==> src/rtl/instruction_fetch.sv <==
// Instruction fetch stage: owns the PC, issues requests to a variable-latency
// instruction memory, buffers one instruction for IF/ID, and handles redirects.
module instruction_fetch #(
  parameter int              n        = 32,
  parameter logic [n-1:0]    RESET_PC = '0
) (
  input  logic         clk,
  input  logic         reset_in,
  input  logic         stall_in,
  input  logic         branch_taken_in,
  input  logic [n-1:0] branch_target_in,
  input  logic         jump_in,
  input  logic [n-1:0] jump_target_in,
  output logic         imem_req_out,
  output logic [n-1:0] imem_addr_out,
  input  logic         imem_ready_in,
  input  logic [n-1:0] imem_rdata_in,
  output logic [n-1:0] Instruction_memory_out,
  output logic [n-1:0] PC_counter_output_out,
  output logic         if_valid_out
);

  typedef enum logic [1:0] {
    S_IDLE,
    S_RUN,
    S_DRAIN
  } state_t;

  localparam logic [n-1:0] PC_STEP = n'(4);

  state_t       r_state;
  logic [n-1:0] r_pc;
  logic [n-1:0] r_redirect_pc;
  logic [n-1:0] r_instr;
  logic [n-1:0] r_pc4;
  logic         r_valid;

  state_t       w_state_nxt;
  logic [n-1:0] w_pc_nxt;
  logic [n-1:0] w_redirect_pc_nxt;
  logic [n-1:0] w_instr_nxt;
  logic [n-1:0] w_pc4_nxt;
  logic         w_valid_nxt;

  logic         w_redirect;
  logic [n-1:0] w_target;
  logic         w_req;
  logic [n-1:0] w_pc_plus4;

  // Branch has priority over jump when both are asserted.
  assign w_redirect = branch_taken_in | jump_in;
  assign w_target   = branch_taken_in ? branch_target_in : jump_target_in;
  assign w_pc_plus4 = r_pc + PC_STEP;

  // The request cannot drop while pending: the buffer only changes on ready,
  // so the issue condition stays true until the memory answers.
  always_comb begin
    w_req = 1'b0;
    case (r_state)
      S_RUN:   w_req = ~r_valid | ~stall_in;
      S_DRAIN: w_req = 1'b1;
      default: w_req = 1'b0;
    endcase
  end

  assign imem_req_out           = w_req;
  assign imem_addr_out          = r_pc;
  assign Instruction_memory_out = r_instr;
  assign PC_counter_output_out  = r_pc4;
  assign if_valid_out           = r_valid;

  always_comb begin
    w_state_nxt       = r_state;
    w_pc_nxt          = r_pc;
    w_redirect_pc_nxt = r_redirect_pc;
    w_instr_nxt       = r_instr;
    w_pc4_nxt         = r_pc4;
    w_valid_nxt       = r_valid;
    case (r_state)
      S_IDLE: begin
        w_state_nxt = S_RUN;
        w_valid_nxt = 1'b0;
      end
      S_RUN: begin
        if (w_redirect) begin
          w_valid_nxt = 1'b0;
          if (w_req && !imem_ready_in) begin
            w_redirect_pc_nxt = w_target;
            w_state_nxt       = S_DRAIN;
          end else begin
            w_pc_nxt = w_target;
          end
        end else if (w_req && imem_ready_in) begin
          w_instr_nxt = imem_rdata_in;
          w_pc4_nxt   = w_pc_plus4;
          w_valid_nxt = 1'b1;
          w_pc_nxt    = w_pc_plus4;
        end else if (r_valid && !stall_in) begin
          w_valid_nxt = 1'b0;
        end
      end
      S_DRAIN: begin
        w_valid_nxt = 1'b0;
        if (w_redirect) begin
          w_redirect_pc_nxt = w_target;
        end
        if (imem_ready_in) begin
          w_pc_nxt    = w_redirect ? w_target : r_redirect_pc;
          w_state_nxt = S_RUN;
        end
      end
      default: begin
        w_state_nxt = S_IDLE;
        w_valid_nxt = 1'b0;
      end
    endcase
  end

  always_ff @(posedge clk or posedge reset_in) begin
    if (reset_in) begin
      r_state       <= S_IDLE;
      r_pc          <= RESET_PC;
      r_redirect_pc <= '0;
      r_instr       <= '0;
      r_pc4         <= '0;
      r_valid       <= 1'b0;
    end else begin
      r_state       <= w_state_nxt;
      r_pc          <= w_pc_nxt;
      r_redirect_pc <= w_redirect_pc_nxt;
      r_instr       <= w_instr_nxt;
      r_pc4         <= w_pc4_nxt;
      r_valid       <= w_valid_nxt;
    end
  end

endmodule

==> config.mk <==
export PLATFORM = sky130hd
export DESIGN_NAME = instruction_fetch
export DESIGN_NICKNAME = d
export VERILOG_FILES = /design/src/rtl/instruction_fetch.sv
export SDC_FILE = /design/constraint.sdc
export NUM_CORES = 1
export LEC_CHECK = 0
export ABC_AREA = 1
export CAP_MARGIN = 20
export CORE_UTILIZATION = 52
export DETAILED_ROUTE_END_ITERATION = 7
export GPL_ROUTABILITY_DRIVEN = 0
export PLACE_DENSITY = 0.87
export SLEW_MARGIN = 20
export SYNTH_ARGS = -nofsm -noshare
export SYNTH_HDL_FRONTEND = slang
export SYNTH_SLANG_ARGS = --single-unit
export TNS_END_PERCENT = 20
==> constraint.sdc <==
create_clock -name clk -period 10 [get_ports clk]
set_clock_uncertainty 0.05 [all_clocks]
set_input_delay 1 -clock clk [delete_from_list [all_inputs] [get_ports clk]]
set_output_delay 1 -clock clk [all_outputs]
set_load 0.01 [all_outputs]
* Yosys cells after proc, flatten, opt, wreduce, memory -nomap -nowiden
Index checks and enable logic that the tools add are counted.
** Storage, ports and cells
- Output and inout bits :: 98
- Register bits after elaboration :: 131
- Word-level logic and storage cells :: 50
** Operators by class
- Bitwise operators :: 5
- Reductions and logical operators :: 11
- Muxes and demuxes :: 19
- Equal/unequal tests :: 8
- Add/sub/neg operators :: 1
** Operators with widths (count)
- 32-bit two-way mux :: 8
- 32-bit one-hot mux with 2 select lines :: 2
- 32-bit by 3-bit adder with 32-bit output (second input constant) :: 1
- 3-bit AND reduction :: 3
- 2-bit two-way mux :: 3
- 2-bit != test (second input constant) :: 3
- 3-bit != test (second input constant) :: 2
- 2-bit one-hot mux with 3 select lines :: 1
- 1-bit two-way mux :: 4
- 4-bit != test (second input constant) :: 1
- 4-bit AND reduction :: 1
- 1-bit logical AND :: 3
- 1-bit inverter :: 3
- 2-bit by 1-bit equality test with 1-bit output (second input constant) :: 1
- 2-bit equality test (second input constant) :: 1
- 1-bit zero test :: 2
- 2-bit zero test :: 1
- 1-bit bitwise OR :: 2
- 1-bit one-hot mux with 2 select lines :: 1
- 2-bit nonzero test :: 1

* Depth between registers and ports, before layout
- Depth in word-level cells :: 7
- Mapped depth :: 13

* Worst setup path after synthesis
No wires, ideal clock.
- Kind :: input to output
- Start :: in stall_in
- End :: out imem_req_out
- Slack :: 7.652 ns
- Path buffers :: 0
- Cell stages on the path :: 2
- Arrival time :: 1.298 ns
- Cells stage by stage :: nand3_2 and2_1
** Between the ends
- Longest elaborated chain between the ends :: 3
** Ends and longest elaborated chain
- from (decl) :: RTL line 9 : input logic stall_in,
- 1-bit inverter :: RTL line 60 : S_RUN: w_req = ~r_valid | ~stall_in;
- 1-bit bitwise OR :: RTL line 60
- 1-bit one-hot mux with 2 select lines :: RTL line 59 : case (r_state)
- to (decl) :: RTL line 14 : output logic imem_req_out,
Every way passes these cells.

* Final worst setup path
- Start :: in branch_taken_in
- End :: reg r_pc4[12], in the netlist PC_counter_output_out[12]
** Between the ends
- Longest elaborated chain between the ends :: 3
** Ends and longest elaborated chain
- from (decl) :: RTL line 10 : input logic branch_taken_in,
- 1-bit bitwise OR :: RTL line 51 : assign w_redirect = branch_taken_in | jump_in;
- 1-bit inverter (no line)
- 3-bit AND reduction (no line)
- to (signal assigned) :: RTL line 132 : r_pc4 <= w_pc4_nxt;
- to (decl) :: RTL line 35 : logic [n-1:0] r_pc4;
Every way passes these cells.
A chain may end at the register's enable or synchronous reset.

==> impl_metrics.csv <==
group,metric,value,unit
timing,tightestPinTransition,1010,ps
synthesis,synth_top_cell_area_share,0.478,
floorplan,ios,200,
timing,setup_viol,0,
timing,tns,0,ps
power_and_ir_drop,peakVddDrop,0.000138,V
timing,fmax,0.278,GHz
floorplan,die_y,117,um
clock_tree,cts_sinks,131,
critical_path,critPathArrivalTime,3790,ps
critical_path,cpMostUsedCell,"inv_2",
timing,rsz0062_at_grt,"no",
place,dpl.hpwl,12800,um
layout,nNetsFinal,1218,
critical_path,critPathMaxStageDelay,830,ps
layout,final_cells,1293,
place,placed_area,8850,um^2
routing,dr_total_vias,6551,
layout,fill_cells,964,
synthesis,synth_seq_cells,131,
power_and_ir_drop,leakage,4.43,nW
place,port_buffers,199,
timing,min_period,3590,ps
place,dp_cells,1265,
critical_path,crit_path_end_kind,"register",
floorplan,fp.dieW,117,um
clock_tree,cts-buffers-inserted,17,
timing,setup_ws,6410,ps
clock_tree,h-tree-depth,4,
synthesis,mappedNetlistArea,6860,um^2
routing,drcViolationCount,0,
clock_tree,cts_tree,"built",
routing,antenna_left,0,
routing,viasPerCell,5.07,
grt,grt_pass1_wl,28900,um
layout,antenna_cells,0,
critical_path,critical_path.cell_chain,"buf_2 > nor2_8 > inv_2 > nor2_4 > inv_2 > nor2_4 > buf_4 > inv_2 > o21ai_0",
critical_path,crit_slowest_cell,"inv_2",
clock_tree,cts.clk_slew.worst_paths,50,ps
synthesis,syn_avg_cell_area,7.35,um^2
floorplan,dieArea,13700,um^2
routing,routed_wl,18200,um
timing,hold_viol,0,
grt,antenna_found_initial,0,
grt,grt_overflow,0,
critical_path,cp.required,10200,ps
clock_tree,clk_latency,410,ps
critical_path,start_kind,"input pin",
layout,drive_above_1_share,0.0455,
grt,grt_max_degree,72,
layout,syn_to_final_growth,36.8,%
critical_path,critPathMaxFanout,65,
grt,grt_pass1_vias,5880,
clock_tree,post_cts_resized,0,
synthesis,yosysTopAreaCell,"dfrtp_1",
synthesis,ys.flop_type,"dfrtp_1",
timing,maxSlewHeadroom,0.326,
synthesis,synthTopCellsByArea,"dfrtp_1, nand2_1, o21ai_0",
synthesis,async_flop_share,1.00,
floorplan,rows,41,
clock_tree,cts_setup_buffers,0,
place,post-place-ws,5980,ps
timing,slew_violations,0,
min_path,hold_path_class,"reg2reg",
clock_tree,cts-root-buf,"clkbuf_16",
floorplan,initial_utilization,0.539,
synthesis,synth_edf_count,0,
grt,grt_use_total,0.276,
power_and_ir_drop,p_per_area,287,nW/um^2
clock_tree,cts_max_path_buffers,2,
synthesis,synth_warnings,0,
critical_path,path_buf_inv,5,
routing,dr.first_iter.drc_count,553,
timing,period_share,0.359,
critical_path,critical_path_class,"in2reg",
synthesis,synthesis.nets,1040,
floorplan,core_area,12700,um^2
routing,wire_per_inst,14.1,um
synthesis,synth_cell_type_count,32,
clock_tree,postCtsHoldBufs,0,
synthesis,syn_inst,934,
layout,stdcell_area,9390,um^2
flow_run,drv_cap,0,
critical_path,critical-path-top-delay-family,"buffers and inverters",
routing,drtPass1Iterations,5,
outcome,status,"finished, final reports clean",
synthesis,ys_seq_area_frac,0.478,
-- logic make-up (layout without fill, tap and decap cells) --
family	after synthesis	after routing	share of synthesized area
flip-flops	131	131	0.478
buffers and inverters	136	323	0.0853
AO/OA/AOI/OAI	157	157	0.119
multiplexers	4	4	0.00656
adder cells (fa/ha/maj)	4	4	0.00729
XOR/XNOR	10	10	0.0128
AND/OR/NAND/NOR	492	492	0.291
-- placed cells by master (no fill, tap or decap), types with 4 or more instances in the layout --
master	n
a31oi_1	10
a21oi_1	26
nand2_1	336
mux2_2	4
clkbuf_16	17
clkinv_2	4
nor2_1	106
ha_1	4
o21ai_1	10
o21ai_0	105
dfrtp_1	131
inv_2	4
clkdlybuf4s50_1	198
xor2_1	6
inv_1	88
nand3_1	25
xnor2_1	4
nand3b_1	10
-- through the flow --
| step | util | hold slack, ps | power [W] |
|---|---|---|---|
| floorplan | - | 422 | 0.00160 |
| global placement | 0.696 | 403 | 0.00207 |
| detailed placement | 0.696 | 408 | 0.00211 |
| CTS | 0.738 | 422 | 0.00269 |
| global route | 0.738 | 433 | 0.00289 |
| finish | 0.738 | 416 | 0.00270 |
-- path summary, 6_finish.rpt --
| check | from | to | slack, ps | cells past startpoint |
|---|---|---|---|---|
| max in group asynchronous | reset_in | r_redirect_pc[20] | 7510 | 3 |
| setup reg to reg | r_state[0] | PC_counter_output_out[7] | 7150 | 10 |
| min in group asynchronous | reset_in | Instruction_memory_out[7] | 1080 | 2 |
| setup / recovery | branch_taken_in | PC_counter_output_out[12] | 6410 | 9 |
| hold / removal | Instruction_memory_out[7] | Instruction_memory_out[7] | 420 | 2 |
| hold reg to reg | Instruction_memory_out[7] | Instruction_memory_out[7] | 420 | 2 |
-- state kept, by name, summed over array words and instances (netlist names) --
signal,flops
r_state,2
if_valid_out,1
r_redirect_pc,32
PC_counter_output_out,32
imem_addr_out,32
Instruction_memory_out,32
-- layer usage --
layer  up-vias  global-route usage  wire length (um)
met4         0              0.0937               368
met1      2960               0.358              7800
met5         -                   0                 0
met3        33              0.0788              1590
met2       281               0.448              8460
li1       3277                   -                 -
-- worst register-to-register path, cell delays in order (launching register included) --
cell and delay [ps]:
dfrtp_1 390, inv_1 100, ha_1 270, nor2_1 120, nor2_4 130, nand3_4 110, nor2_4 100, buf_4 520
inv_2 610, nand2_1 210, o21ai_1 90
-- synth_stat cells, drive strengths merged (3+ instances only) --
cell,n
nor2,112
ha,4
clkbuf,19
o21ai,115
xor2,6
buf,24
mux2,4
dfrtp,131
a21oi,27
nand2,337
inv,93
xnor2,4
o22ai,3
a31oi,10
nand3,27
nand3b,10
-- report_power, final --
part           switching, W  internal, W  total [W]
clock              0.000213     0.000354   0.000566
sequential         0.000183     0.000766   0.000949
combinational      0.000643     0.000538    0.00118
total               0.00104      0.00166    0.00270
-- cell type report --
class / count / area, um^2 / area share
Clock inverter: 6 / 57.6 / 0.00613
Multi-Input combinational cell: 667 / 3000 / 0.320
Sequential cell: 131 / 3280 / 0.349
Timing Repair Buffer: 202 / 2010 / 0.214
Tap cell: 172 / 215 / 0.0229
Clock buffer: 22 / 474 / 0.0505
Inverter: 93 / 352 / 0.0375
No activity file was read; power rests on OpenSTA's default activity.
